--- src/rtl/rr_sel_arbiter.sv ---
// rr_sel_arbiter: round-robin 4-source arbiter driving a 4:1 mux select, with hold-time limit
module rr_sel_arbiter #(
    parameter int MAX_HOLD = 16
) (
    input  logic       clk,
    input  logic       rst,
    input  logic [3:0] req,
    input  logic       done,
    output logic [1:0] sel,
    output logic [3:0] grant,
    output logic       busy,
    output logic       timeout
);
    typedef enum logic {IDLE, GRANT} state_t;
    state_t      state_q, state_d;
    logic [1:0]  sel_q, sel_d, ptr_q, ptr_d, win;
    logic [3:0]  grant_q, grant_d;
    logic        busy_q, busy_d, timeout_q, timeout_d;
    logic [7:0]  hold_q, hold_d;
    // scan downward so the set bit closest to ptr is the last one written
    always_comb begin
        win = ptr_q;
        for (int i = 3; i >= 0; i--)
            if (req[ptr_q + 2'(i)]) win = ptr_q + 2'(i);
    end
    always_comb begin
        state_d   = state_q;
        sel_d     = sel_q;
        grant_d   = grant_q;
        busy_d    = busy_q;
        timeout_d = 1'b0;
        ptr_d     = ptr_q;
        hold_d    = hold_q;
        if (state_q == IDLE) begin
            if (|req) begin
                state_d = GRANT;
                sel_d   = win;
                grant_d = 4'b0001 << win;
                busy_d  = 1'b1;
                hold_d  = 8'd0;
            end
        end else if (done || hold_q == 8'(MAX_HOLD - 1)) begin
            state_d   = IDLE;
            grant_d   = 4'b0000;
            busy_d    = 1'b0;
            ptr_d     = sel_q + 2'd1;
            timeout_d = !done;
        end else begin
            hold_d = hold_q + 8'd1;
        end
    end
    always_ff @(posedge clk) begin
        if (rst) begin
            state_q   <= IDLE;
            sel_q     <= 2'd0;
            grant_q   <= 4'b0000;
            busy_q    <= 1'b0;
            timeout_q <= 1'b0;
            ptr_q     <= 2'd0;
            hold_q    <= 8'd0;
        end else begin
            state_q   <= state_d;
            sel_q     <= sel_d;
            grant_q   <= grant_d;
            busy_q    <= busy_d;
            timeout_q <= timeout_d;
            ptr_q     <= ptr_d;
            hold_q    <= hold_d;
        end
    end
    assign sel     = sel_q;
    assign grant   = grant_q;
    assign busy    = busy_q;
    assign timeout = timeout_q;
endmodule

--- config.mk ---
export PLATFORM = sky130hd
export DESIGN_NAME = rr_sel_arbiter
export DESIGN_NICKNAME = d
export VERILOG_FILES = /design/src/rtl/rr_sel_arbiter.sv
export SDC_FILE = /design/constraint.sdc
export NUM_CORES = 1
export LEC_CHECK = 0
export CORE_ASPECT_RATIO = 2
export CORE_MARGIN = 1
export CORE_UTILIZATION = 25
export DETAILED_ROUTE_END_ITERATION = 7
export GPL_TIMING_DRIVEN = 0
export PLACE_DENSITY = 0.43
export SYNTH_ARGS = -nofsm -noshare
export SYNTH_HDL_FRONTEND = slang
export SYNTH_SLANG_ARGS = --single-unit
export TNS_END_PERCENT = 1
--- constraint.sdc ---
create_clock -name clk -period 2.3 [get_ports clk]
set_input_delay 0.345 -clock clk [delete_from_list [all_inputs] [get_ports clk]]
set_output_delay 0.345 -clock clk [all_outputs]
set_load 0.02 [all_outputs]
Word level (Yosys, flattened, before mapping) --
Index checks and enable logic that the tools add are counted.
Word-level totals: bits in registers 19, latch bits 0, RAM bits 0, bits in read-only memories 0, input bits 7, output and inout bits 8, word-level logic and storage cells 55, memories 0
Operators by class: $add $sub $neg 5, multipliers 0, divide/modulo/power cells 0, $lt $le $gt $ge 4, eq/ne operators 3, shift operators 1, multiplexer cells 24, bitwise operators 2, reduce and logical (&&, ||, !) cells 9
Operator list (count):
- 8-bit two-way mux | 3
- 2-bit by 3-bit < comparator with 1-bit output, second input constant | 4
- 4-bit two-way mux | 3
- 1-bit two-way mux | 10
- 8-bit by 1-bit adder with 8-bit output, second input constant | 1
- 1-bit binary-select mux with 2-bit select | 4
- 8-bit by 4-bit == test with 1-bit output, second input constant | 1
- 2-bit two-way mux | 4
- 2-bit AND reduction | 4
- 2-bit by 1-bit adder with 2-bit output, second input constant | 2
- 2-bit adder, second input constant | 2
- 4-bit OR reduction | 1
- 1-bit by 2-bit << shifter with 4-bit output, first input constant | 1
- 3-bit OR reduction | 1
- 2-bit by 1-bit != test with 1-bit output, second input constant | 1
- 2-bit != test, second input constant | 1
- 1-bit inverter | 2
- 2-bit nonzero test | 1
- 1-bit logical NOT | 1
- 1-bit logical OR | 1

Longest topological paths before layout --
depth in word-level cells 10, mapped depth 6, mapped depth without buffers 6

Least setup slack after synthesis --
OpenSTA, ideal clock, no wires.
kind register to register, from reg hold_q[4], to reg hold_q[4], arrival 1.448 ns, data required time 2.168 ns, setup slack 0.719 ns, cell stages (with the launch flop) 6, path buffers 0, cells stage by stage dfxtp_1 > or4_4 > o21ai_1 > nor2_1 > o21ai_0 > a21oi_1
Between the ends: longest elaborated chain between the ends 4, elaborated cells on any way between the ends 7, classes of those cells add/sub (1); eq/ne (2); mux (2); reduce/logical (2)
RTL lines:
- from (decl) | line 19 | logic [7:0] hold_q, hold_d;
- from (signal assigned) | line 68 | hold_q <= hold_d;
- branches (longest 4 deep; another with 8-bit by 1-bit adder with 8-bit output)
Parallel ways; which one is timed is not known. The select of a mux whose other input is x is not followed. A chain may end at the register's enable or synchronous reset.

Final worst setup path --
from reg hold_q[4], to reg hold_q[2]
Between the ends: longest elaborated chain between the ends 4
RTL lines:
- 8-bit by 4-bit == test with 1-bit output | line 42 | end else if (done || hold_q == 8'(MAX_HOLD - 1)) begin
- 1-bit logical OR | line 42
- 2-bit != test (no source line)
- 2-bit AND reduction (no source line)
No other way between the ends.

==> results.md <==
- H-tree depth: 1
- Initial Util: a little over a quarter
- Via count normalized by instance count: 4.90
- Commonest non-fill, non-tap cells in the layout: sky130_fd_sc_hd__dfxtp_1 (19), sky130_fd_sc_hd__nor2_1 (16), sky130_fd_sc_hd__clkdlybuf4s50_1 (13)
- Width of the die: about 45 um
- Register area share after synthesis: a little over two fifths
- Max-cap check violation count: 0
- Gp weighted congestion: approximately 0.83
- Setup repair bufs after CTS: 0
- Sum of negative setup slack: 0 ns
- Critical path endpoint category: flip-flop
- Final Hold Violating Endpoints: 0
- Number of placed I/O pins: 15
- Mean area per synthesized cell: roughly 8 um^2
- Worst Path Buf+Inv: 0
- Total power after layout: a little over 700 uW
- Flop and latch count out of synthesis: 19
- Unrepaired setup endpoints after global routing: no
- Cells traversed along the worst timing path: or4_4 > o21ai_1 > nor2_1 > o21ai_0 > a21oi_1
- Total vias in the final route: 867
- Total die area: just under 0.004 mm^2
- Clock Path Buffers: 2
- Gate count of the mapped netlist: between 100 and 150
- P_leak: 0.000400 uW
- Number of cells upsized or downsized after cts: 0
- Core Footprint: ~0.0034 mm^2
- Remaining antenna violation count: 0
- Num CTS Buffers: 3
- Starting DRT DRC Count: 10
- Most common library cell in the layout ignoring fill and taps: sky130_fd_sc_hd__dfxtp_1
- Worst-path cell with the longest stage delay: sky130_fd_sc_hd__or4_4
- Number of warnings issued by yosys: 0
- Hold Crit Class: flip-flop to flip-flop
- CTS tree: yes
- Number of nets in the layout: 138
- Fmax: around 540 MHz
- Number of rows created at floorplan: 30
- Sinks on the clock net: 19
- Root cell of the clock tree: sky130_fd_sc_hd__clkbuf_8
- Data arrival, critical path: 1.98 ns
- Critical path launch point type: flip-flop
- Critical path class: flip-flop to flip-flop
- Area of the multi-input gates: ~520 um^2
- Biggest fanout along the worst timing path: 8
- Via count of the first global-routing pass: roughly 860
- DR WL/cell: approximately 13 um
- Fill count: approximately 370
- Initial DRT Pass Iterations: 4
- Remaining DRCs: 0
- Cell family contributing the most delay on the critical path: compound AO/OA/AOI/OAI gates
- Data required time at the worst endpoint: approximately 2.4 ns
- Clk Latency, worst-skew pair: ~0.26 ns
- Antenna diode count: 0
- Final Critical Period: 1.86 ns
- Count of final setup violators: 0
- Total power divided by cell area: 632 mW/mm^2
- Worst Max-Slew Pin Slew: around 0.65 ns
- GR Overflow Total: 0
- Clock input transition at the sequential cells of the worst setup and hold paths: roughly 0.070 ns
- Syn Std Cell Area: roughly 910 um^2
- Final worst-path cycle share: about four fifths
- Number of nets produced by synthesis: 120
- Vertical die dimension: 87.4 um
- Initial antenna violation count: 0
- Max IR drop VDD: 0.338 mV
- Number of buffer cells added on primary ports: 13
- Stage delay of the slowest cell on the critical path: approximately 0.58 ns
- First-pass GRT wire length: slightly below 4000 um
- Number of distinct library cell variants in the gate-level netlist after synthesis: 32
- Overall routing resource usage: roughly 14%
- Layout Area Growth over Synthesis: 25.8%
- Largest net degree at the start of global routing: 11
- Final slew viol count: 0
- Number of buffers inserted by hold repair at cts: 0
- Area occupied by registers: ~380 um^2
- Result of the run: complete, no violations
- Routed WL: 2380 um
- Estimated wirelength of the detail-placed design: between 1500 and 2000 um
- Normalized max-slew margin: a little under three fifths
- Layout cell share with drive strength beyond 1: just over 6%
- Worst Skew: ~0.00056 ns
## final timing paths
check,cells past startpoint,to,slack [ns],startpoint
hold / removal,2,grant[0],0.45,grant[0]
setup reg to reg,5,hold_q[2],0.44,hold_q[4]
hold reg to reg,2,grant[0],0.45,grant[0]
setup / recovery,5,hold_q[2],0.44,hold_q[4]
## kinds of logic (layout without fill, tap and decap cells)
kind of cell             Yosys count  in the layout  synth area share, %
adder cells (fa/ha/maj)            1              1                 1.37
AO/OA/AOI/OAI                     32             32                 22.1
buffers and inverters              3             20                 1.24
AND/OR/NAND/NOR                   55             55                 31.6
XOR/XNOR                           2              2                 1.92
flip-flops                        19             19                 41.8
## cell usage after synthesis
| cell type | instances | share of area (%) |
|---|---|---|
| sky130_fd_sc_hd__dfxtp_1 | 19 | 42 |
| sky130_fd_sc_hd__nor2_1 | 16 | 6.6 |
| sky130_fd_sc_hd__a21oi_1 | 12 | 6.6 |
| sky130_fd_sc_hd__nand2_1 | 11 | 4.5 |
| sky130_fd_sc_hd__nand3_1 | 6 | 3.3 |
| sky130_fd_sc_hd__o21ai_0 | 6 | 3.3 |
| sky130_fd_sc_hd__or3_1 | 5 | 3.4 |
| sky130_fd_sc_hd__nor2b_1 | 4 | 2.7 |
| sky130_fd_sc_hd__a211oi_1 | 3 | 2.5 |
| sky130_fd_sc_hd__nand3b_1 | 3 | 2.5 |
| sky130_fd_sc_hd__nor3_1 | 3 | 1.6 |
| sky130_fd_sc_hd__nand4_1 | 2 | 1.4 |
| sky130_fd_sc_hd__o21ai_1 | 2 | 1.1 |
| sky130_fd_sc_hd__xor2_1 | 2 | 1.9 |
| sky130_fd_sc_hd__a21o_1 | 1 | 0.82 |
| sky130_fd_sc_hd__a21oi_2 | 1 | 0.96 |
| sky130_fd_sc_hd__a22oi_1 | 1 | 0.82 |
| sky130_fd_sc_hd__a31oi_1 | 1 | 0.69 |
| sky130_fd_sc_hd__a32oi_1 | 1 | 0.96 |
| sky130_fd_sc_hd__and2_0 | 1 | 0.69 |
| sky130_fd_sc_hd__and3_1 | 1 | 0.69 |
| sky130_fd_sc_hd__buf_1 | 1 | 0.41 |
| sky130_fd_sc_hd__clkbuf_1 | 1 | 0.41 |
| sky130_fd_sc_hd__ha_1 | 1 | 1.4 |
| sky130_fd_sc_hd__inv_1 | 1 | 0.41 |
| sky130_fd_sc_hd__nor2_8 | 1 | 2.2 |
| sky130_fd_sc_hd__o211a_1 | 1 | 1.1 |
| sky130_fd_sc_hd__o21a_1 | 1 | 0.82 |
| sky130_fd_sc_hd__o21a_4 | 1 | 1.6 |
| sky130_fd_sc_hd__o31ai_1 | 1 | 0.82 |
| sky130_fd_sc_hd__or2_2 | 1 | 0.69 |
| sky130_fd_sc_hd__or4_4 | 1 | 1.2 |
## layout make-up
type / count / area share [%]
clock buffers: 4 / 3.93
plain buffers: 2 / 0.655
flip-flops and latches: 19 / 33.2
inverters: 1 / 0.328
repair buffers: 13 / 11.4
well taps: 48 / 5.24
multi-input cells: 90 / 45.3
## report_power, final
group	internal (uW)	switching (uW)
clock	123	113
combinational	55.2	75.2
sequential	344	13.3
total	523	202
## per-layer routing
layer | GRT usage, % | share of wire (%) | vias to the layer above
met5 | 0 | 0 | -
met4 | 7.44 | 2.5 | 0
met3 | 2.28 | 2.4 | 5
met2 | 27.7 | 58 | 16
met1 | 12.4 | 37 | 410
li1 | - | - | 436
## metrics by stage
step	util (%)	area (um^2)	setup WS (ns)	instances	hold slack, ns
after floorplan	-	911	0.719	112	0.424
after global placement	32.2	1100	0.193	173	0.448
after detailed placement	32.2	1100	0.167	173	0.451
after CTS	33.6	1150	0.435	177	0.459
after global routing	33.6	1150	0.305	177	0.472
final	33.6	1150	0.444	177	0.455
## registers in the layout, summed over array words and instances, names as in the netlist
name / count
hold_q: 8
grant: 4
ptr_q: 2
sel: 2
busy: 1
state_q: 1
timeout: 1
## worst register-to-register path: cells and delay by family, from the launching register on
kind	cells	cell delay, ns
flops	1	0.34
compound gates	3	0.73
simple gates	2	0.66
No activity file was read; power rests on OpenSTA's default activity.
